File: config.mk
export PLATFORM = sky130hd
export DESIGN_NAME = div_sequencer_flat
export DESIGN_NICKNAME = d
export VERILOG_FILES = /design/src/rtl/div_sequencer_pkg.sv /design/src/rtl/div_sequencer_if.sv /design/src/rtl/div_sequencer_core_step.sv /design/src/rtl/div_sequencer.sv /design/src/flat_wrapper.sv
export SDC_FILE = /design/constraint.sdc
export NUM_CORES = 1
export LEC_CHECK = 0
export ABC_AREA = 1
export BUFFER_PORTS_ARGS = -buffer_cell sky130_fd_sc_hd__buf_4
export CORE_MARGIN = 10
export CORE_UTILIZATION = 30
export DETAILED_ROUTE_END_ITERATION = 12
export PLACE_DENSITY = 0.54
export SYNTH_ARGS = -nofsm -noshare
export SYNTH_HDL_FRONTEND = slang
export SYNTH_SLANG_ARGS = --single-unit
File: constraint.sdc
create_clock -name clk -period 4.11 [get_ports clk]
set_input_delay 1.233 -clock clk [delete_from_list [all_inputs] [get_ports clk]]
set_output_delay 1.233 -clock clk [all_outputs]
set_load 0.02 [all_outputs]
File: src/rtl/div_sequencer_pkg.sv
// Shared constants and state encoding for the multi-cycle DIV/DIVU sequencer.
package div_sequencer_pkg;

  localparam int unsigned DIV_WIDTH = 32;
  localparam int unsigned DIV_CNT_W = 5;

  typedef enum logic [1:0] {
    DIV_IDLE = 2'd0,
    DIV_ZERO = 2'd1,
    DIV_BUSY = 2'd2,
    DIV_DONE = 2'd3
  } div_state_e;

endpackage

File: src/rtl/div_sequencer_if.sv
// EX-stage divide request/response bundle between the pipeline and the sequencer.
interface div_sequencer_if #(
  parameter int unsigned WIDTH = div_sequencer_pkg::DIV_WIDTH
);
  logic             start;
  logic             signed_div;
  logic [WIDTH-1:0] operand_1;
  logic [WIDTH-1:0] operand_2;
  logic             flush;
  logic             stall_req;
  logic             done;
  logic [WIDTH-1:0] quotient;
  logic [WIDTH-1:0] remainder;

  modport master (
    output start, signed_div, operand_1, operand_2, flush,
    input  stall_req, done, quotient, remainder
  );

  modport slave (
    input  start, signed_div, operand_1, operand_2, flush,
    output stall_req, done, quotient, remainder
  );
endinterface

File: src/rtl/div_sequencer_core_step.sv
// One restoring-division iteration: shift in a dividend bit, trial-subtract the divisor.
module div_sequencer_core_step #(
  parameter int unsigned WIDTH = 32
) (
  input  logic [WIDTH-1:0] rem,
  input  logic             dvd_bit,
  input  logic [WIDTH-1:0] divisor,
  output logic [WIDTH-1:0] rem_next_c,
  output logic             q_bit_c
);
  logic [WIDTH:0] partial;
  logic [WIDTH:0] diff;

  // Partial remainder is kept one bit wider so divisors with the MSB set still compare correctly.
  always_comb begin
    partial    = {rem, dvd_bit};
    diff       = partial - {1'b0, divisor};
    q_bit_c    = ~diff[WIDTH];
    rem_next_c = q_bit_c ? diff[WIDTH-1:0] : partial[WIDTH-1:0];
  end
endmodule

File: src/rtl/div_sequencer.sv
// Radix-2 restoring DIV/DIVU controller: holds the pipeline while iterating, then presents HI/LO.
module div_sequencer
  import div_sequencer_pkg::*;
#(
  parameter int unsigned WIDTH = DIV_WIDTH,
  parameter int unsigned CNT_W = DIV_CNT_W
) (
  input  logic            clk,
  input  logic            rst,
  div_sequencer_if.slave  bus
);
  localparam logic [CNT_W-1:0] LAST_CNT = CNT_W'(WIDTH - 1);

  div_state_e       state, state_next;
  logic [CNT_W-1:0] cnt;
  logic [WIDTH-1:0] dvd, dsr, rem, quo;
  logic             neg_q, neg_r;
  logic             done_q;
  logic [WIDTH-1:0] quotient_q, remainder_q;
  logic             stall_c;
  logic [WIDTH-1:0] rem_next_c;
  logic             q_bit_c;
  logic [WIDTH-1:0] q_fin_c, mag_1_c, mag_2_c;
  logic             last_c;

  div_sequencer_core_step #(.WIDTH(WIDTH)) u_step (
    .rem        (rem),
    .dvd_bit    (dvd[WIDTH-1]),
    .divisor    (dsr),
    .rem_next_c (rem_next_c),
    .q_bit_c    (q_bit_c)
  );

  always_comb begin
    q_fin_c = {quo[WIDTH-2:0], q_bit_c};
    last_c  = (cnt == LAST_CNT);
    mag_1_c = (bus.signed_div && bus.operand_1[WIDTH-1]) ? -bus.operand_1 : bus.operand_1;
    mag_2_c = (bus.signed_div && bus.operand_2[WIDTH-1]) ? -bus.operand_2 : bus.operand_2;
  end

  always_ff @(posedge clk) begin
    if (rst) state <= DIV_IDLE;
    else     state <= state_next;
  end

  // Stall covers the issuing cycle and every working cycle; flush releases it immediately.
  always_comb begin
    state_next = state;
    stall_c    = 1'b0;
    case (state)
      DIV_IDLE: begin
        stall_c = bus.start;
        if (bus.start) state_next = (bus.operand_2 == '0) ? DIV_ZERO : DIV_BUSY;
      end
      DIV_ZERO: begin
        stall_c    = 1'b1;
        state_next = DIV_DONE;
      end
      DIV_BUSY: begin
        stall_c = 1'b1;
        if (last_c) state_next = DIV_DONE;
      end
      DIV_DONE: state_next = DIV_IDLE;
      default:  state_next = DIV_IDLE;
    endcase
    if (bus.flush) begin
      state_next = DIV_IDLE;
      stall_c    = 1'b0;
    end
  end

  always_ff @(posedge clk) begin
    if (rst) begin
      cnt         <= '0;
      dvd         <= '0;
      dsr         <= '0;
      rem         <= '0;
      quo         <= '0;
      neg_q       <= 1'b0;
      neg_r       <= 1'b0;
      done_q      <= 1'b0;
      quotient_q  <= '0;
      remainder_q <= '0;
    end else begin
      done_q <= 1'b0;
      if (!bus.flush) begin
        case (state)
          DIV_IDLE: if (bus.start) begin
            dvd   <= mag_1_c;
            dsr   <= mag_2_c;
            rem   <= '0;
            quo   <= '0;
            cnt   <= '0;
            neg_q <= bus.signed_div & (bus.operand_1[WIDTH-1] ^ bus.operand_2[WIDTH-1]);
            neg_r <= bus.signed_div & bus.operand_1[WIDTH-1];
          end
          DIV_BUSY: begin
            rem <= rem_next_c;
            dvd <= {dvd[WIDTH-2:0], 1'b0};
            quo <= q_fin_c;
            cnt <= cnt + CNT_W'(1);
            // Sign fix-up on the final iteration; the unsigned core covers the overflow case.
            if (last_c) begin
              quotient_q  <= neg_q ? -q_fin_c : q_fin_c;
              remainder_q <= neg_r ? -rem_next_c : rem_next_c;
              done_q      <= 1'b1;
            end
          end
          DIV_ZERO: begin
            quotient_q  <= '0;
            remainder_q <= '0;
            done_q      <= 1'b1;
          end
          default: ;
        endcase
      end
    end
  end

  assign bus.stall_req = stall_c;
  assign bus.done      = done_q;
  assign bus.quotient  = quotient_q;
  assign bus.remainder = remainder_q;
endmodule

File: src/flat_wrapper.sv
// flat-port wrapper written by rule: the top's interface ports become plain ports
module div_sequencer_flat import div_sequencer_pkg::*;
#(
  parameter int unsigned WIDTH = DIV_WIDTH,
  parameter int unsigned CNT_W = DIV_CNT_W
)
  (clk, rst, bus_start, bus_signed_div, bus_operand_1, bus_operand_2, bus_flush, bus_stall_req, bus_done, bus_quotient, bus_remainder);
  div_sequencer_if #(.WIDTH(WIDTH)) bus_i ();
  input  logic clk;
  input  logic rst;
  input wire logic [$bits(bus_i.start)-1:0] bus_start;
  input wire logic [$bits(bus_i.signed_div)-1:0] bus_signed_div;
  input wire logic [$bits(bus_i.operand_1)-1:0] bus_operand_1;
  input wire logic [$bits(bus_i.operand_2)-1:0] bus_operand_2;
  input wire logic [$bits(bus_i.flush)-1:0] bus_flush;
  output wire logic [$bits(bus_i.stall_req)-1:0] bus_stall_req;
  output wire logic [$bits(bus_i.done)-1:0] bus_done;
  output wire logic [$bits(bus_i.quotient)-1:0] bus_quotient;
  output wire logic [$bits(bus_i.remainder)-1:0] bus_remainder;
  assign bus_i.start = bus_start;
  assign bus_i.signed_div = bus_signed_div;
  assign bus_i.operand_1 = bus_operand_1;
  assign bus_i.operand_2 = bus_operand_2;
  assign bus_i.flush = bus_flush;
  assign bus_stall_req = bus_i.stall_req;
  assign bus_done = bus_i.done;
  assign bus_quotient = bus_i.quotient;
  assign bus_remainder = bus_i.remainder;
  div_sequencer #(.WIDTH(WIDTH), .CNT_W(CNT_W)) u_core (.clk(clk), .rst(rst), .bus(bus_i));
endmodule
==> metrics.md <==
| Metric | Value |
|---|---|
| CTS root buf | `clkbuf_16` |
| Status | `finished, final reports clean` |
| Initial cell density of the core | `0.304` |
| Hpwl dp | `35.1 mm` |
| Tmin final | `3.81 ns` |
| EDFF count, synth | `0` |
| Fin nets | `about 2,500` |
| R2r setup slk | `0.30 ns` |
| First-pass GRT wire length | `72.2 mm` |
| Chip Width | `235 µm` |
| Cts bufs inserted | `25` |
| Share of cells above drive strength 1 | `0.125` |
| H-tree levels | `1` |
| Largest net degree at the start of global routing | `168` |
| Avg Cell Area, Syn | `6.04 µm²` |
| Ant. Diodes | `0` |
| Synthesis-stage register bit count | `201` |
| Worst skew pair latency | `0.55 ns` |
| Layout Utilization | `0.361` |
| Pre-antenna DRT Iters | `5` |
| Clk_skew | `about 0.011 ns` |
| Reg2reg path depth | `26` |
| RSZ-0062 raised after global routing | `yes` |
| Post-Route WL | `45.6 mm` |
| XOR/XNOR share of the synthesized area | `0.0279` |
| Slew HR | `0.435` |
| Setup TNS | `0 ns` |
| Synth cell types | `50` |
| CTS tree | `done` |
| Post-Syn Nets | `roughly 2,400` |
| FFs w/ async S/R, synth | `0` |
| Pleak | `around 7.8 nW` |
| Max Cap Viol | `0` |
| Worst r2r dst | `u_core.bus.quotient[30]$_SDFFE_PP0P_` |
| Vias | `14,500` |
| Clock-pin slew on the worst setup and hold paths | `around 0.060 ns` |
| RR Startpoint | `u_core.dsr[14]$_SDFFE_PP0P_` |
| Core Area | `0.0455 mm²` |
| Final setup violation count | `0` |
| Hold Violations, Final | `0` |
| Initial DRC count | `972` |
| TritonCTS Sinks | `between 200 and 250` |
| Mux contribution to synthesized area | `0` |
| Fmax | `about 0.26 GHz` |
| CTS Buffer Depth | `3` |
| Die Footprint | `0.0550 mm²` |
| Worst IR Drop VDD | `between 0.2 and 0.3 mV` |
| Routability Congestion | `0.993` |
| Predominant post-synthesis flop cell | `dfxtp_1` |
| CP Max Fanout | `4` |
| Area growth from synthesis to layout | `18.8%` |
| Die Ht | `about 230 µm` |
| DRC | `0` |
| IO Port Bufs | `about 130` |
| Post-synthesis adder-cell area fraction | `0.0395` |
| Int Power | `approximately 3.7 mW` |
| Sequential share of power | `0.386` |
| Largest family of logic cells by synthesized area | `simple AND/OR/NAND/NOR gates` |
| Simple-gate area share of the yosys netlist | `0.376` |
| Compound-Gate Fraction of Synth Area | `0.156` |
| Synth Instances | `2,289` |
| Clock power frac | `0.433` |
| NetSw | `1.57 mW` |
| Total track usage | `0.156` |
| Crit path largest cell delay | `approximately 0.36 ns` |
| Combinational share of power | `0.182` |
| Final max-slew violation count | `0` |
| Tcrit/Tclk final | `0.928` |
| Grt ovf | `0` |
| Sw Ratio | `0.300` |
| Seq/Total Area, Yosys | `0.291` |
| Wirelength per Cell | `15.1 µm` |
| Worst-margin pin slew | `0.848 ns` |
| Hold WC Path Type | `register to register` |
| Vias in the first global route | `13,100` |
| # rows | `78` |
| CP max-delay cell | `ha_1` |
| Vias per inst | `between 4 and 5` |
| CP Data Arrival Time | `4.21 ns` |
| # IOs | `~140` |
| Detail Route Antenna Nets | `0` |
| Overall Power | `5.24 mW` |
| Synth Warn # | `0` |
| Crit. End Element | `register` |
| Power Dens Cells | `319 mW/mm²` |
| Fill count | `~5,000` |
| Crit path launch type | `register` |
| Min-Delay Startpoint | `u_core.bus.quotient[23]$_SDFFE_PP0P_` |
| Initial antenna violation count | `0` |
| WHS Endpoint | `u_core.bus.quotient[23]$_SDFFE_PP0P_` |
| WP data required | `4.50 ns` |
| Hold Path Depth | `2` |
| Most frequent CP cell | `nand2_2` |
| Post-Synthesis Cell Area | `0.0138 mm²` |
| Setup CP Type | `register to register` |
| CTS Hold Buffers Added | `0` |
==> registers in the layout, summed over array words and instances, names as in the netlist <==
| signal | count |
|---|---|
| u_core.dvd | 32 |
| u_core.bus.done | 1 |
| u_core.dsr | 32 |
| u_core.bus.quotient | 32 |
| u_core.bus.remainder | 32 |
| u_core.quo | 31 |
| u_core.neg_q | 1 |
| u_core.rem | 32 |
| u_core.state | 2 |
| u_core.neg_r | 1 |
| u_core.cnt | 5 |
==> Yosys cell counts (3+ instances only) <==
cell type,count,area share
buf_1,6,0.0016
nand4_1,25,0.011
nand2_1,760,0.21
inv_2,5,0.0014
dfxtp_1,201,0.29
or2_2,6,0.0027
nand3_2,3,0.0022
o22ai_1,5,0.0023
a21oi_1,202,0.073
ha_1,42,0.038
buf_6,7,0.0057
nand2_2,27,0.012
clkinv_1,4,0.0011
o221ai_1,10,0.0063
a21oi_2,3,0.0019
a221oi_1,3,0.0019
o211ai_1,8,0.0043
xor2_1,22,0.014
o21ai_0,86,0.031
nand3_1,146,0.053
o21a_1,3,0.0016
xnor2_1,22,0.014
nor2_2,13,0.0059
clkbuf_1,69,0.019
nand3b_1,13,0.0071
nor4_1,3,0.0014
buf_2,6,0.0022
a31oi_1,30,0.014
o21bai_1,9,0.0049
nor2_4,3,0.0024
or2_1,4,0.0018
nor3_1,37,0.013
o21ai_1,10,0.0036
nor2_1,180,0.049
nand2_4,5,0.0041
inv_1,287,0.078
a21o_1,5,0.0027
==> cell usage in the layout, fill, tap and decap left out, types with 5 or more instances in the layout <==
cell,instances
o21ai_0,83
a31oi_1,30
nor2_2,18
xor2_1,22
ha_1,41
nand3b_1,13
or2_2,6
o221ai_1,10
inv_2,7
nand4_1,25
nand3_1,145
nor2_1,173
dfxtp_1,201
clkbuf_1,7
nand2_1,758
o21ai_1,10
buf_4,169
a21o_1,5
xnor2_1,22
clkinv_2,5
inv_1,285
nor2_4,5
nand2_2,29
o21bai_1,9
a21oi_1,202
nor3_1,35
nand2_4,5
o22ai_1,5
clkbuf_16,25
o211ai_1,8
==> kinds of logic (layout without fill, tap and decap cells) <==
| kind of cell | count (synthesis) | count (layout) |
|---|---|---|
| flip-flops | 201 | 201 |
| adder cells (fa/ha/maj) | 43 | 43 |
| AND/OR/NAND/NOR | 1231 | 1231 |
| AO/OA/AOI/OAI | 385 | 385 |
| XOR/XNOR | 44 | 44 |
| buffers and inverters | 385 | 515 |
==> power groups by stage <==
| stage | combinational (mW) | sequential [mW] | clock (mW) |
|---|---|---|---|
| CTS | 0.947 | 2.02 | 2.33 |
| finish | 0.951 | 2.02 | 2.27 |
| global route | 1.06 | 2.02 | 2.41 |
| detailed placement | 0.944 | 2.06 | 0 |
| floorplan | 0.637 | 2.06 | 0 |
| global placement | 0.939 | 2.06 | 0 |
==> worst max-delay path, delay by kind of cell (launching register included) <==
kind	cells	cell delay, ns
adder cells (fa/ha/maj)	2	0.55
flip-flops	1	0.33
buffers and inverters	2	0.15
AO/OA/AOI/OAI	5	0.50
AND/OR/NAND/NOR	17	2.11
==> area by class of cell <==
class | instances | area, µm² | share of cell area
multi-input cells | 1703 | 8350 | 0.509
flip-flops and latches | 201 | 4020 | 0.245
repair buffers | 173 | 1340 | 0.0816
inverters | 296 | 1110 | 0.0677
well taps | 600 | 751 | 0.0457
clock buffers | 34 | 679 | 0.0414
clock inverters | 12 | 159 | 0.00968
==> worst max-delay path by stage <==
stage / slack [ns] / depth (start not counted) / from / end
global route: -0.03 / 25 / u_core.dsr[23]$_SDFFE_PP0P_ / u_core.bus.quotient[30]$_SDFFE_PP0P_
finish: 0.30 / 26 / u_core.dsr[14]$_SDFFE_PP0P_ / u_core.bus.quotient[30]$_SDFFE_PP0P_
detailed placement: 0.003 / 15 / bus_operand_2[0] / u_core.state[1]$_SDFFE_PP0P_
global placement: 0.04 / 15 / bus_operand_2[0] / u_core.state[1]$_SDFFE_PP0P_
floorplan: 0.20 / 29 / u_core.dvd[31]$_SDFFE_PP0P_ / u_core.bus.quotient[30]$_SDFFE_PP0P_
CTS: 0.02 / 27 / u_core.dvd[31]$_SDFFE_PP0P_ / u_core.bus.quotient[30]$_SDFFE_PP0P_
==> what timing repair did <==
action | 4_1_cts | 5_1_grt
buffers inserted | 0 | 2
endpoints found under the setup margin | 0 | 17
gates resized for setup | 0 | 18
==> per-stage QoR <==
step / worst slack (ns) / hold slack (ns) / std cells / area (µm²)
final: 0.297 / 0.464 / 3019 / 16400
after global routing: -0.0294 / 0.481 / 3019 / 16400
after CTS: 0.0228 / 0.468 / 3017 / 16400
after detailed placement: 0.00283 / 0.458 / 2971 / 15500
after global placement: 0.0381 / 0.454 / 2971 / 15500
after floorplan: 0.202 / 0.435 / 2289 / 13800
==> routing by layer <==
layer | GRT usage | share of wire | up-vias
met4 | 0.0322 | 0.015 | 0
met1 | 0.225 | 0.51 | 6610
met5 | 0 | 0 | -
li1 | - | - | 7574
met2 | 0.239 | 0.43 | 265
met3 | 0.0217 | 0.043 | 43
Note: power is estimated with default switching activity, not from simulation.
